`config.mk`:
```
export PLATFORM = sky130hd
export DESIGN_NAME = led_breathe
export DESIGN_NICKNAME = d
export VERILOG_FILES = /design/src/rtl/led_pkg.sv /design/src/rtl/led_breathe_pwm_channel.sv /design/src/rtl/led_breathe.sv
export SDC_FILE = /design/constraint.sdc
export NUM_CORES = 1
export LEC_CHECK = 0
export BUFFER_PORTS_ARGS = -buffer_cell sky130_fd_sc_hd__buf_2
export CORE_ASPECT_RATIO = 0.6
export CORE_UTILIZATION = 65
export CTS_BUF_LIST = sky130_fd_sc_hd__clkbuf_2
export DETAILED_ROUTE_END_ITERATION = 16
export PLACE_DENSITY = 0.83
export SYNTH_ARGS = -nofsm -noshare
export SYNTH_HDL_FRONTEND = slang
export SYNTH_HIERARCHICAL = 1
export SYNTH_SLANG_ARGS = --single-unit
export TNS_END_PERCENT = 30
```
`constraint.sdc`:
```
create_clock -name clk -period 4.9 [get_ports clk]
set_clock_uncertainty 0.05 [all_clocks]
set_input_delay 0.98 -clock clk [delete_from_list [all_inputs] [get_ports clk]]
set_output_delay 0.98 -clock clk [all_outputs]
set_load 0.01 [all_outputs]
```
`src/rtl/led_pkg.sv`:
```
// Shared types and helpers for the breathing LED driver.
package led_pkg;

    typedef enum logic [1:0] {
        IDLE = 2'd0,
        UP   = 2'd1,
        HOLD = 2'd2,
        DOWN = 2'd3
    } state_t;

    // Full-scale level for a PWM counter of the given width.
    function automatic int unsigned pwm_max(input int unsigned bits);
        return (32'd1 << bits) - 32'd1;
    endfunction

endpackage

```
`src/rtl/led_breathe_pwm_channel.sv`:
```
// One PWM output pin: registered compare of the shared frame counter against a duty.
module pwm_channel #(
    parameter int PWM_BITS   = 8,
    parameter bit ACTIVE_LOW = 1'b0
) (
    input  logic                clk,
    input  logic                rst_n,
    input  logic [PWM_BITS-1:0] pwm_cnt,
    input  logic [PWM_BITS-1:0] duty,
    output logic                pin
);

    always_ff @(posedge clk) begin
        if (!rst_n) begin
            pin <= ACTIVE_LOW;
        end else begin
            pin <= (pwm_cnt < duty) ^ ACTIVE_LOW;
        end
    end

endmodule

```
`src/rtl/led_breathe.sv`:
```
// Breathing LED driver: prescaled ramp FSM feeding three PWM channels through a
// frame-aligned shadow level so duty never changes mid-frame.
module led_breathe
    import led_pkg::*;
#(
    parameter int PWM_BITS   = 8,
    parameter int STEP_DIV   = 46875,
    parameter int HOLD_STEPS = 128,
    parameter bit ACTIVE_LOW = 1'b0
) (
    input  logic                clk,
    input  logic                rst_n,
    input  logic                en,
    output logic [2:0]          led_o,
    output logic [PWM_BITS-1:0] level_o,
    output logic                cycle_done_o
);

    localparam int unsigned MAX_I = pwm_max(PWM_BITS);
    localparam logic [PWM_BITS-1:0] MAX = MAX_I[PWM_BITS-1:0];
    localparam logic [PWM_BITS-1:0] ONE = PWM_BITS'(1);

    localparam int PRE_W  = (STEP_DIV > 1) ? $clog2(STEP_DIV) : 1;
    localparam int HOLD_W = (HOLD_STEPS > 1) ? $clog2(HOLD_STEPS) : 1;
    localparam logic [PRE_W-1:0]  PRE_LAST  = PRE_W'(STEP_DIV - 1);
    localparam logic [HOLD_W-1:0] HOLD_LAST = HOLD_W'((HOLD_STEPS > 0) ? HOLD_STEPS - 1 : 0);

    state_t              state, state_nx;
    logic [PWM_BITS-1:0] level, level_nx;
    logic [PWM_BITS-1:0] lvl_s;
    logic [PWM_BITS-1:0] pwm_cnt;
    logic [PRE_W-1:0]    presc;
    logic [HOLD_W-1:0]   hold_cnt, hold_nx;
    logic                done_nx;
    logic                step_tick;
    logic [PWM_BITS-1:0] duty0, duty1, duty2;

    function automatic logic [PWM_BITS-1:0] sat_inc(input logic [PWM_BITS-1:0] v);
        return (v == MAX) ? MAX : v + ONE;
    endfunction

    function automatic logic [PWM_BITS-1:0] sat_dec(input logic [PWM_BITS-1:0] v);
        return (v == '0) ? '0 : v - ONE;
    endfunction

    assign step_tick = (state != IDLE) && (presc == PRE_LAST);

    always_comb begin
        state_nx = state;
        level_nx = level;
        hold_nx  = hold_cnt;
        done_nx  = 1'b0;
        case (state)
            IDLE: begin
                level_nx = '0;
                if (en) state_nx = UP;
            end
            UP: begin
                if (!en) begin
                    state_nx = DOWN;
                end else if (step_tick) begin
                    level_nx = sat_inc(level);
                    if (level == MAX - ONE) begin
                        state_nx = (HOLD_STEPS == 0) ? DOWN : HOLD;
                        hold_nx  = '0;
                    end
                end
            end
            HOLD: begin
                if (!en) begin
                    state_nx = DOWN;
                end else if (step_tick) begin
                    if (hold_cnt == HOLD_LAST) state_nx = DOWN;
                    else                       hold_nx  = hold_cnt + 1'b1;
                end
            end
            DOWN: begin
                // en is ignored here until the fade-out reaches zero
                if (step_tick) begin
                    level_nx = sat_dec(level);
                    if (level <= ONE) begin
                        done_nx  = 1'b1;
                        state_nx = en ? UP : IDLE;
                    end
                end
            end
            default: state_nx = IDLE;
        endcase
    end

    always_ff @(posedge clk) begin
        if (!rst_n) begin
            state        <= IDLE;
            level        <= '0;
            hold_cnt     <= '0;
            presc        <= '0;
            pwm_cnt      <= '0;
            lvl_s        <= '0;
            cycle_done_o <= 1'b0;
        end else begin
            state        <= state_nx;
            level        <= level_nx;
            hold_cnt     <= hold_nx;
            cycle_done_o <= done_nx;
            if (state == IDLE)          presc <= '0;
            else if (presc == PRE_LAST) presc <= '0;
            else                        presc <= presc + 1'b1;
            pwm_cnt <= pwm_cnt + ONE;
            // shadow captures the pre-update level, so a coincident step lands next frame
            if (pwm_cnt == MAX) lvl_s <= level;
        end
    end

    assign duty0   = lvl_s;
    assign duty1   = MAX - lvl_s;
    assign duty2   = lvl_s >> 1;
    assign level_o = level;

    pwm_channel #(.PWM_BITS(PWM_BITS), .ACTIVE_LOW(ACTIVE_LOW)) u_ch0 (
        .clk(clk), .rst_n(rst_n), .pwm_cnt(pwm_cnt), .duty(duty0), .pin(led_o[0])
    );
    pwm_channel #(.PWM_BITS(PWM_BITS), .ACTIVE_LOW(ACTIVE_LOW)) u_ch1 (
        .clk(clk), .rst_n(rst_n), .pwm_cnt(pwm_cnt), .duty(duty1), .pin(led_o[1])
    );
    pwm_channel #(.PWM_BITS(PWM_BITS), .ACTIVE_LOW(ACTIVE_LOW)) u_ch2 (
        .clk(clk), .rst_n(rst_n), .pwm_cnt(pwm_cnt), .duty(duty2), .pin(led_o[2])
    );

endmodule

```
# --- After elaboration in Yosys (flattened, before gate mapping) ---
# Cells that the tools add are included.
totals:
  ff_bits: 53
  in_bits: 3
  out_inout_bits: 12
op_classes:
  addsub: 6
  n_lt_le_gt_ge: 4
  eq_ne: 21
  n_mux: 25
  bitwise_logic: 1
  reduce_logical: 11
op_table:
  columns: ["cell", "n"]
  rows:
  - ["$mux W7", 6]
  - ["$mux W8", 5]
  - ["$eq A8 B8 Y1 const B", 3]
  - ["$pmux W8 S3", 1]
  - ["$mux W2", 9]
  - ["$ne A2 B2 Y1 const B", 9]
  - ["$add A16 B1 Y16 const B", 1]
  - ["$add A8 B1 Y8 const B", 2]
  - ["$eq A16 B16 Y1 const B", 1]
  - ["$lt A8 B8 Y1", 2]
  - ["$pmux W7 S2", 1]
  - ["$reduce_and A7 Y1", 2]
  - ["$ne A3 B3 Y1 const B", 4]
  - ["$le A8 B1 Y1 const B", 1]
  - ["$logic_not A8 Y1", 1]
  - ["$lt A8 B7 Y1", 1]
  - ["$pmux W2 S4", 1]
  - ["$sub A8 B1 Y8 const B", 1]
  - ["$sub A8 B8 Y8 const A", 1]
  - ["$add A7 B1 Y7 const B", 1]
  - ["$eq A7 B7 Y1 const B", 1]
  - ["$eq A2 B2 Y1 const B", 2]
  - ["$reduce_and A4 Y1", 1]
  - ["$reduce_bool A2 Y1", 2]
  - ["8 further kinds", 9]

# --- Logic depth before layout (Yosys ltp) ---
# Gate-level depths: netlist (run 1).
logic_depth:
  ltp_word: 5
  ltp_mapped: 8

# --- Cells and area by module ---
# The synthesis (run 1) kept the hierarchy.
modules_own_cells:
  columns: ["module", "n_inst", "cells_per_inst", "area_per_inst_um2", "seq_area_each_um2"]
  rows:
  - ["led_breathe", 1, 339, 2855.2, 1001.0]
  - ["pwm_channel", 3, 27, 203.9, 20.0]

# --- Worst setup path before layout (run 1) ---
# No wires, ideal clock.
synth_timing:
  path_kind: "reg2reg"
  start: "register state[0]"
  end: "register hold_cnt[5]"
  t_arrival_ns: 1.969
  required_time_ns: 4.780
  path_slack_ns: 2.810
  path_stages_with_launch: 8
  path_buffers: 0
  synth_period_minus_slack_ns: 2.090
  cell_sequence: "dfxtp_1 inv_1 ha_1 nor4b_4 and4_4 nand4_4 or4_1 a21oi_1"
synth_via:
  elab_chain_len: 4
  elab_cells_between_ends: 13
  classes_between: "eq/ne (8); mux (1); reduce/logical (4)"
synth_lines:
  columns: ["element", "line_no", "rtl"]
  rows:
  - ["from (decl)", "led_breathe.sv:28", "state_t state, state_nx;"]
  - ["from (signal assigned)", "led_breathe.sv:101", "state <= state_nx;"]
  - ["$reduce_bool A2 Y1", "led_breathe.sv:46", "assign step_tick = (state != IDLE) && (presc == PRE_LAST);"]
  - ["$logic_and A1 B1 Y1", "led_breathe.sv:46", null]
  - ["$ne A2 B2 Y1 (no source line)", null, null]
  - ["$reduce_and A7 Y1 (no source line)", null, null]
  - ["to (signal assigned)", "led_breathe.sv:103", "hold_cnt <= hold_nx;"]
  - ["to (decl)", "led_breathe.sv:33", "logic [HOLD_W-1:0] hold_cnt, hold_nx;"]
# Parallel ways exist; a longest one is shown, timed or not.
# A chain may end at the register's enable or synchronous reset.

# --- Worst setup path after layout (run 1) ---
layout_timing:
  start: "register state[1]"
  end: "register hold_cnt[5]"
# The elaborated chain is that of the path after synthesis.

==> results by group, run 1 <==
Clocking
  • Post-cts repair resize count: 0
  • CTS root buf: clkbuf_2
  • Clock buffer depth: 2
  • TritonCTS clock tree: built
  • Clk Latency, worst-skew pair: ~460 ps
  • Clk sinks: 53
  • CTS buffer count: 5
  • Buffer count from post-CTS setup fixing: 0
  • H-tree depth: 2
  • Reg clk slew, reported paths: 250 ps
  • Cts hold-fix bufs: 0

Placed design
  • Post-DP HPWL: between 6 and 7 mm
  • Placed insts: approximately 480
  • Count of input and output buffers: 14
  • Placed cell area: 3530 sq um
  • Final Wtd Congestion: 0.875

Setup path
  • Worst Setup Start Kind: flip-flop
  • Reg2reg setup slack: around 2400 ps
  • Critical Path End Type: flip-flop
  • Setup CP Type: reg2reg
  • Critical path required time: around 5300 ps
  • CP max FO: 17
  • Critical path arrival: around 2900 ps

Route
  • First-pass DRT Iterations: 6
  • Detailed-route DRC error count: 0
  • WL final: 8.19 mm
  • Final ANT Viol Nets: 0
  • DR vias/cell: around 6.4
  • DR WL/cell: 16.7 microns
  • Vias: 3127
  • DRT iter0 DRCs: 325

Die
  • I/O pins: 15
  • Placeable Area: 5100 sq um
  • DIE AREA: about 5600 sq um
  • Die height: 58.6 microns
  • DIE WIDTH: 96.3 microns
  • Cell row count: 20
  • Initial Util: between 60 and 70%

STA
  • Tmin final: roughly 2500 ps
  • Final Max Slew Viols: 0
  • Slew HR: 46.8%
  • Slew @ Worst Pin: around 800 ps
  • RSZ-0062 raised after global routing: no
  • Final Setup Violations: 0
  • Hold slack: approximately 460 ps
  • Final hold violations: 0
  • Fin crit share: between 50% and 60%
  • Fin Setup TNS: 0 ps
  • Fmax: around 400 MHz

Layout
  • # diodes: 0
  • Total Nets Final: 460
  • Fin area: 3570 sq um
  • Layout cell share with drive strength beyond 1: about a tenth
  • Area growth syn-to-layout: 3.03%
  • Non-Filler Instances: 490

Yosys
  • Synthesized flop and latch total: 53
  • Post-synth top area share: 30.6%
  • Synth Net Count: 457
  • Synth Instances: 420
  • Top cells by count, synth: dfxtp_1 (53), nor2_1 (44), inv_1 (42)
  • Synth area leaders: dfxtp_1 (31%), ha_1 (12%), nor2_1 (4.8%), inv_1 (4.5%), a21oi_1 (3.6%)
  • Count of cell types in the netlist: 64
  • Sequential element share of the synthesized area: 30.6%
  • Syn avg cell area: ~8.3 sq um
  • Yosys warns: 6
  • Area leader, netlist: dfxtp_1
  • Number of flops mapped to enable cells by yosys: 0
  • Most numerous cell in the Yosys netlist: dfxtp_1
  • Fraction of registers with async set/reset: 0%
  • Mapped Area: 3470 sq um
  • Top FF cell, synth: dfxtp_1

Power and ir drop
  • Max VDD drop: between 0.2 and 0.25 mV
  • Pwr dens: 340 nW/um^2
  • Total Power: between 1 and 1.5 mW
  • Leak pwr: 1.38 nW

Global route
  • Initial antenna violation count: 0
  • Total GRT Usage: 30.8%
  • Grt ovf: 0
  • Largest net degree at the start of global routing: 25
  • First-pass GRT wire length: between 10 and 15 mm
  • Vias in the first global route: 2704

Run status
  • Status: complete, no violations

Min path
  • HP Class: reg2reg

Flow run
  • Max Cap Viol: 0
[worst max-delay path: stages (launching register included)]
cell     delay, ps
dfxtp_1        410
inv_1          110
ha_1           580
nor2_1         210
a41oi_4        260
nand4_4        170
or4_1          540
a21oi_1        140
[metrics by stage]
step / setup WS, ps / utilization [%]
global route: 2210 / 70.0
CTS: 2390 / 70.0
detailed placement: 2290 / 69.1
finish: 2380 / 70.0
floorplan: 2810 / -
global placement: 2330 / 69.1
[final cells by class]
class	instances	area [sq um]
flip-flops and latches	53	1060
clock buffers	7	35.0
multi-input cells	307	2160
repair buffers	14	70.1
clock inverters	1	7.51
well taps	66	82.6
fillers	452	1530
inverters	42	158
[path summary, 6_finish.rpt]
| check | startpoint | to | cells after the start |
|---|---|---|---|
| setup reg to reg | state[1] | hold_cnt[5] | 7 |
| hold / removal | hold_cnt[1] | hold_cnt[1] | 2 |
| hold reg to reg | hold_cnt[1] | hold_cnt[1] | 2 |
| setup / recovery | state[1] | hold_cnt[5] | 7 |
[cell usage in the layout, fill, tap and decap left out, types with 11 or more instances in the layout]
cell / n
a21oi_1: 25
buf_2: 14
dfxtp_1: 53
ha_1: 34
inv_1: 42
nand2_1: 30
nand3_1: 17
nor2_1: 44
o21ai_0: 20
xor2_1: 11
[power breakdown]
group	total (mW)	switching, mW	leakage [nW]	internal [mW]
combinational	0.500	0.312	0.919	0.188
sequential	0.533	0.0695	0.430	0.464
clock	0.183	0.143	0.0292	0.0392
[sequential cells by signal, summed over array words and instances (netlist names)]
name          count
presc            16
u_ch2/pin         1
hold_cnt          7
u_ch1/pin         1
duty0             8
level_o           8
state             2
cycle_done_o      1
pwm_cnt           8
u_ch0/pin         1
[metal layers]
metal / up-vias / GRT usage [%] / share of wire [%]
met1: 1484 / 48.2 / 50
met4: 0 / 6.18 / 0.65
li1: 1498 / - / -
met5: - / 0 / 0
met2: 137 / 43.0 / 41
met3: 8 / 6.33 / 8.9
[kinds of logic (layout without fill, tap and decap cells)]
group,after synthesis,in the layout,share of synthesized area (%)
flops,53,53,30.6
xor+xnor,17,17,4.29
other cells,1,1,0.108
compound gates,87,87,17.2
buf+inv,60,64,7.15
mux,11,11,3.21
simple gates,157,157,25.2
fa+ha+maj,34,34,12.3
Note: power is estimated with default switching activity, not from simulation.
==> inputs of run 2 (changes only) <==
Settings changed: ABC_AREA from default to 1, CORE_UTILIZATION 65 to 58, PLACE_DENSITY 0.83 to 0.79.
Clock period 4.9 ns to 2.2 ns, I/O delays scaled along.
==> run 2 against run 1 <==
Against the previous run:
- via count up 6.7%
- core utilization down 3.5 points
- sequential power up 120%
- flip-flop and latch count unchanged
- synthesized cell count up 27%
- cell count up 29%
- total power rose to 2.5 times the previous value
- clock-buffer cell count down 1
- critical path type unchanged
==> results by group, run 2 <==
Route
  • WL final: 8.14 mm (-0.54%)
  • DRT iter0 DRCs: 255 (-22%)
  • Final ANT Viol Nets: 0 (unchanged)
  • DR vias/cell: 5.27 (-17%)
  • First-pass DRT Iterations: 5 (-1)
  • DR WL/cell: 12.9 microns (-23%)
  • Vias: 3337 (+6.7%)
  • Detailed-route DRC error count: 0 (unchanged)

STA
  • Hold slack: 345 ps (-112 ps)
  • Fin crit share: 86.2% (+35 points)
  • Final hold violations: 0 (unchanged)
  • RSZ-0062 raised after global routing: no
  • Final Setup Violations: 0 (unchanged)
  • Final Max Slew Viols: 0 (unchanged)
  • Fin Setup TNS: 0 ps (unchanged)
  • Tmin final: 1900 ps (-627 ps)
  • Fmax: 527 MHz (+33%)

Power and ir drop
  • Leak pwr: 1.88 nW (+36%)
  • Power share of the clock group: 17.0% (+2.0 points)
  • Max VDD drop: 0.393 mV (+94%)
  • Combinational fraction of design power: 44.0% (+2.9 points)
  • Sequential power share: 38.9% (-5.0 points)
  • Pwr dens: 802 nW/um^2 (+140%)
  • Sw Pwr: 1.35 mW (+160%)
  • P_int: 1.72 mW (+150%)
  • Switching Share: 44.1% (+0.91 points)

Clocking
  • Clk Latency, worst-skew pair: 450 ps (about the same)
  • H-tree depth: 2 (unchanged)
  • Buffer count from post-CTS setup fixing: 0 (unchanged)
  • Clk sinks: 53 (unchanged)
  • Cts hold-fix bufs: 0 (unchanged)
  • CTS root buf: clkbuf_2
  • Reg clk slew, reported paths: 270 ps (+20 ps)
  • CTS buffer count: 5 (unchanged)
  • Clock buffer depth: 2 (unchanged)
  • TritonCTS clock tree: built
  • Post-cts repair resize count: 0 (unchanged)

Global route
  • Grt ovf: 0 (unchanged)
  • Largest net degree at the start of global routing: 18 (-28%)
  • Met2 usage: 37.7% (-5.2 points)
  • Initial antenna violation count: 0 (unchanged)
  • Busiest grt layer: met1
  • Vias in the first global route: 2955 (+9.3%)
  • Total GRT Usage: 26.7% (-4.1 points)
  • First-pass GRT wire length: 13.6 mm (+3.0%)
  • GR Util met1: 41.4% (-6.8 points)
  • Met3 GRT Util: 4.25% (-2.1 points)

Yosys
  • Syn avg cell area: 6.74 sq um (-18%)
  • Xor/xnor share of the synthesized area: 1.71% (-2.6 points)
  • Post-Synth Simple-Gate Area: 33.5% (+8.3 points)
  • Area fraction in compound gates after synthesis: 11.0% (-6.2 points)
  • Count of cell types in the netlist: 39 (-39%)
  • Top cells by count, synth: nand2_1 (109), inv_1 (96), nor2_1 (57)
  • Yosys warns: 6 (unchanged)
  • Area leader, netlist: dfxtp_1
  • Mapped Area: 3580 sq um (+3.4%)
  • Post-synth top area share: 29.6% (-1.0 points)
  • Number of flops mapped to enable cells by yosys: 0 (unchanged)
  • Post-Synth Adder-Cell Area: 11.9% (-0.40 points)
  • Largest family of logic cells by synthesized area: simple AND/OR/NAND/NOR gates
  • Top FF cell, synth: dfxtp_1
  • Synth Instances: 532 (+27%)
  • Mux cell area share after synthesis: 0% (-3.2 points)
  • Fraction of registers with async set/reset: 0% (unchanged)
  • Synth area leaders: dfxtp_1 (30%), ha_1 (12%), nand2_1 (11%), inv_1 (10%), nor2_1 (6.0%)
  • Synth Net Count: 569 (+25%)
  • Most numerous cell in the Yosys netlist: nand2_1
  • Synthesized flop and latch total: 53 (unchanged)
  • Sequential element share of the synthesized area: 29.6% (-1.0 points)

Min path
  • Hold Path Stages: 4 (+2)
  • WHS Endpoint: state[0]
  • Hold_sp: rst_n
  • HP Class: in2reg

Layout
  • Area growth syn-to-layout: 6.77%
  • Commonest non-fill, non-tap cells in the layout: nand2_1 (109), inv_1 (96), nor2_1 (57)
  • Commonest non-fill, non-tap cell in the layout: nand2_1
  • Filler Cell Count: 506 (+12%)
  • Non-Filler Instances: 633 (+29%)
  • Fin area: 3830 sq um (+7.1%)
  • Final core utilization: 66.5% (-3.5 points)
  • Total Nets Final: 589 (+28%)
  • Biggest register: presc
  • Max reg flops: 16 (unchanged)
  • Layout cell share with drive strength beyond 1: 12.5% (+2.3 points)
  • # diodes: 0 (unchanged)

Die
  • Cell row count: 21 (+5.0%)
  • I/O pins: 15 (unchanged)
  • Die height: 62.9 microns (+7.4%)
  • DIE AREA: 6510 sq um (+15%)
  • DIE WIDTH: 103 microns (+7.5%)
  • Initial Util: 62.3% (-5.6 points)
  • Placeable Area: 5750 sq um (+13%)

Placed design
  • Placed insts: 625 (+30%)
  • Count of input and output buffers: 14 (unchanged)
  • Placed cell area: 3760 sq um (+6.5%)
  • Final Wtd Congestion: 0.865 (-1.2%)
  • Post-DP HPWL: 6.40 mm (+4.4%)

Setup path
  • Critical path arrival: 2240 ps (-640 ps)
  • CP cell instances: inv_1, ha_1, inv_2, nor2_1, inv_1, nand2_1, nand4_1, o21ai_0, nor2_1
  • Crit Reg-Reg Startpoint: state[1]
  • Critical Path End Type: flip-flop
  • Reg2reg setup slack: 300 ps (-2070 ps)
  • Worst R2R End: hold_cnt[3]
  • Critical path required time: 2540 ps (-2710 ps)
  • Worst r2r path cells: 9 (+2)
  • Crit-path max cell delay: 390 ps (-190 ps)
  • Slowest-stage cell, CP: dfxtp_1
  • Setup CP Type: reg2reg
  • Worst Setup Start Kind: flip-flop
  • CP max FO: 9 (-8)

Flow run
  • Max Cap Viol: 0 (unchanged)

Run status
  • Status: complete, no violations
run 2: area by class of cell:
cell class	instances	area [sq um]	area share, %
Clock buffer	6	30.0	0.785
Tap cell	80	100	2.62
Inverter	105	398	10.4
Sequential cell	53	1060	27.7
Timing Repair Buffer	20	115	3.01
Multi-Input combinational cell	367	2080	54.5
Clock inverter	2	38.8	1.01
run 2: per-stage QoR:
step	total power, mW	setup WS (ps)
floorplan	2.21	592
global placement	2.49	360
detailed placement	2.54	320
CTS	3.05	301
global route	3.30	1.97
finish	3.07	304
run 2: how the worst max path moves through the flow:
| stage | startpoint | to | slack, ps | cells past startpoint |
|---|---|---|---|---|
| floorplan | level_o[0] | state[0] | 590 | 10 |
| global placement | state[1] | hold_cnt[4] | 360 | 9 |
| detailed placement | state[1] | hold_cnt[4] | 320 | 9 |
| CTS | state[1] | hold_cnt[4] | 300 | 9 |
| global route | state[1] | hold_cnt[3] | 2 | 9 |
| finish | state[1] | hold_cnt[3] | 300 | 9 |
run 2: power groups by stage:
stage / registers (mW) / logic (mW) / clock network (mW)
floorplan: 1.19 / 1.02 / 0
global placement: 1.20 / 1.29 / 0
detailed placement: 1.21 / 1.33 / 0
CTS: 1.19 / 1.34 / 0.529
global route: 1.21 / 1.51 / 0.574
finish: 1.19 / 1.35 / 0.523
run 2: cells by family (layout without fill, tap and decap cells):
kind of cell               count (synthesis)  after routing
AOI/OAI and AO/OA                         72             72
xor gates and xnor gates                   7              7
adders and majority gates                 34             34
buffers and inverters                    112            133
DFF                                       53             53
other                                      1              1
and+or+nand+nor                          253            253
run 2: metal layers:
layer | vias to the layer above | share of wire [%]
li1 | 1721 | -
met5 | - | 0
met3 | 11 | 5.9
met4 | 0 | 1.2
met1 | 1502 | 54
met2 | 103 | 39
run 2: worst max-delay path, delay by kind of cell (launching register included):
family                     cells  cell delay, ps
and+or+nand+nor                4             550
buffers and inverters          3             330
AOI/OAI and AO/OA              1             170
DFF                            1             390
adders and majority gates      1             370
==> inputs of run 3 (changes only) <==
Settings changed: CTS_BUF_LIST sky130_fd_sc_hd__clkbuf_2 to sky130_fd_sc_hd__clkbuf_2 sky130_fd_sc_hd__clkbuf_4 sky130_fd_sc_hd__clkbuf_8.
==> run 3 against run 2 <==
Against the previous run:
- first-iteration DRC count rose by 5.5%
- total power rose by 5.3%
- final area rose by 1.2%
- non-clock buffer count did not move
- clock-buffer cell count did not move
- via count fell by 0.42%
- core utilization rose by 0.80 points
- routed wire length fell by 0.74%
- largest cell class unchanged
==> results by group, run 3 (synthesis results as in run 2) <==
Setup path
  • Critical path required time: 2370 ps (-170 ps)
  • Worst Setup SP: state[1]
  • Setup CP Type: reg2reg
  • CP max FO: 9 (unchanged)
  • Slowest-stage cell, CP: ha_1
  • CP cell instances: inv_1, ha_1, inv_2, nor2_1, inv_1, nand2_1, nand4_1, o21ai_0, nor2_1
  • Crit Reg-Reg Startpoint: state[1]
  • Critical path arrival: 2090 ps (-150 ps)
  • Worst Setup Start Kind: flip-flop
  • Critical Path End Type: flip-flop
  • Crit-path max cell delay: 380 ps (about the same)
  • Buf+Inv Stages, Crit Path: 3 (unchanged)
  • Reg2reg setup slack: 280 ps (-30 ps)
  • Cell family with most CP delay: simple AND/OR/NAND/NOR gates

Die
  • DIE AREA: 6510 sq um (unchanged)
  • DIE WIDTH: 103 microns (unchanged)
  • Cell row count: 21 (unchanged)
  • Placeable Area: 5750 sq um (unchanged)
  • Die height: 62.9 microns (unchanged)
  • I/O pins: 15 (unchanged)
  • Initial Util: 62.3% (unchanged)

STA
  • RSZ-0062 raised after global routing: no
  • Final hold violations: 0 (unchanged)
  • Hold slack: 437 ps (+92.7 ps)
  • Fin crit share: 87.5% (+1.3 points)
  • Final Setup Violations: 0 (unchanged)
  • Fin Setup TNS: 0 ps (unchanged)
  • Tmin final: 1920 ps (+28.7 ps)
  • Final Max Slew Viols: 0 (unchanged)
  • Fmax: 520 MHz (-1.5%)

Placed design
  • Placed cell area: 3760 sq um (unchanged)
  • Post-DP HPWL: 6.40 mm (unchanged)
  • Final Wtd Congestion: 0.865 (unchanged)
  • Count of input and output buffers: 14 (unchanged)
  • Placed insts: 625 (unchanged)

Clocking
  • Clk Latency, worst-skew pair: 320 ps (-130 ps)
  • H-tree depth: 2 (unchanged)
  • TritonCTS clock tree: built
  • Reg clk slew, reported paths: 100 ps (-170 ps)
  • Cts hold-fix bufs: 0 (unchanged)
  • Clock buffer depth: 2 (unchanged)
  • Post-cts repair resize count: 0 (unchanged)
  • Clk sinks: 53 (unchanged)
  • CTS buffer count: 5 (unchanged)
  • Buffer count from post-CTS setup fixing: 0 (unchanged)
  • CTS root buf: clkbuf_8

Power and ir drop
  • Sequential power share: 36.9% (-2.0 points)
  • Max VDD drop: 0.377 mV (-4.1%)
  • Leak pwr: 1.89 nW (+0.83%)
  • Sw Pwr: 1.36 mW (+0.74%)
  • P_int: 1.87 mW (+8.8%)
  • Switching Share: 42.2% (-1.9 points)
  • Pwr dens: 834 nW/um^2 (+4.0%)
  • Combinational fraction of design power: 41.7% (-2.3 points)
  • Power share of the clock group: 21.5% (+4.5 points)

Layout
  • Commonest non-fill, non-tap cells in the layout: nand2_1 (109), inv_1 (96), nor2_1 (57)
  • # diodes: 0 (unchanged)
  • Biggest register: presc
  • Area growth syn-to-layout: 8.06%
  • Commonest non-fill, non-tap cell in the layout: nand2_1
  • Layout cell share with drive strength beyond 1: 12.5% (unchanged)
  • Filler Cell Count: 494 (-2.4%)
  • Non-Filler Instances: 633 (unchanged)
  • Total Nets Final: 589 (unchanged)
  • Max reg flops: 16 (unchanged)
  • Fin area: 3870 sq um (+1.2%)

Flow run
  • Max Cap Viol: 0 (unchanged)

Route
  • DR WL/cell: 12.8 microns (-0.74%)
  • DRT iter0 DRCs: 269 (+5.5%)
  • Metal-1 WL: 4.32 mm (-1.3%)
  • WL final: 8.08 mm (-0.74%)
  • Met3 routed WL: 499 microns (+3.1%)
  • Vias: 3323 (-0.42%)
  • First-pass DRT Iterations: 6 (+1)
  • Top layer reached by signal wires: met4
  • DR vias/cell: 5.25 (-0.42%)
  • Final ANT Viol Nets: 0 (unchanged)
  • WL met2: 3.15 mm (-1.0%)
  • Detailed-route DRC error count: 0 (unchanged)

Global route
  • Grt ovf: 0 (unchanged)
  • First-pass GRT wire length: 13.6 mm (+0.10%)
  • Initial antenna violation count: 0 (unchanged)
  • Total GRT Usage: 26.7% (about the same)
  • Vias in the first global route: 2970 (+0.51%)
  • Largest net degree at the start of global routing: 18 (unchanged)

Min path
  • Hold_sp: hold_cnt[1]
  • HP Class: reg2reg

Run status
  • Status: complete, no violations
## run 3: stage by stage
| stage | util [%] | setup slack (ps) | power (mW) |
|---|---|---|---|
| after floorplan | - | 592 | 2.21 |
| after global routing | 67.3 | 5.96 | 3.46 |
| after detailed placement | 65.3 | 320 | 2.54 |
| final | 67.3 | 276 | 3.23 |
| after global placement | 65.3 | 360 | 2.49 |
| after CTS | 67.3 | 312 | 3.23 |
## run 3: cell type report
cell class	instances	area, sq um	area share, %
multi-input cells	367	2080	53.8
flip-flops and latches	53	1060	27.4
inverters	105	398	10.3
repair buffers	20	115	2.97
well taps	80	100	2.58
clock buffers	6	76.3	1.97
clock inverters	2	38.8	1.00
## run 3: worst paths after layout
kind                 end  cells past startpoint
max          hold_cnt[3]                      9
min          hold_cnt[1]                      2
max reg2reg  hold_cnt[3]                      9
min reg2reg  hold_cnt[1]                      2
## run 3: routing by layer
| metal | vias to the layer above | global-route usage [%] |
|---|---|---|
| li1 | 1725 | - |
| met1 | 1474 | 41.1 |
| met2 | 107 | 38.0 |
| met3 | 17 | 4.14 |
| met4 | 0 | 6.69 |
| met5 | - | 0 |
## run 3: tightest hold or removal path, cell delays in order, from the launching register on
cell	delay [ps]
dfxtp_1	340
inv_1	60
a21oi_1	50
## run 3: power groups by stage
stage	clock, mW	sequential (mW)	combinational, mW
4_1_cts	0.705	1.19	1.33
3_3_place_gp	0	1.20	1.29
2_1_floorplan	0	1.19	1.02
6_report	0.694	1.19	1.35
5_1_grt	0.744	1.20	1.51
3_5_place_dp	0	1.21	1.33
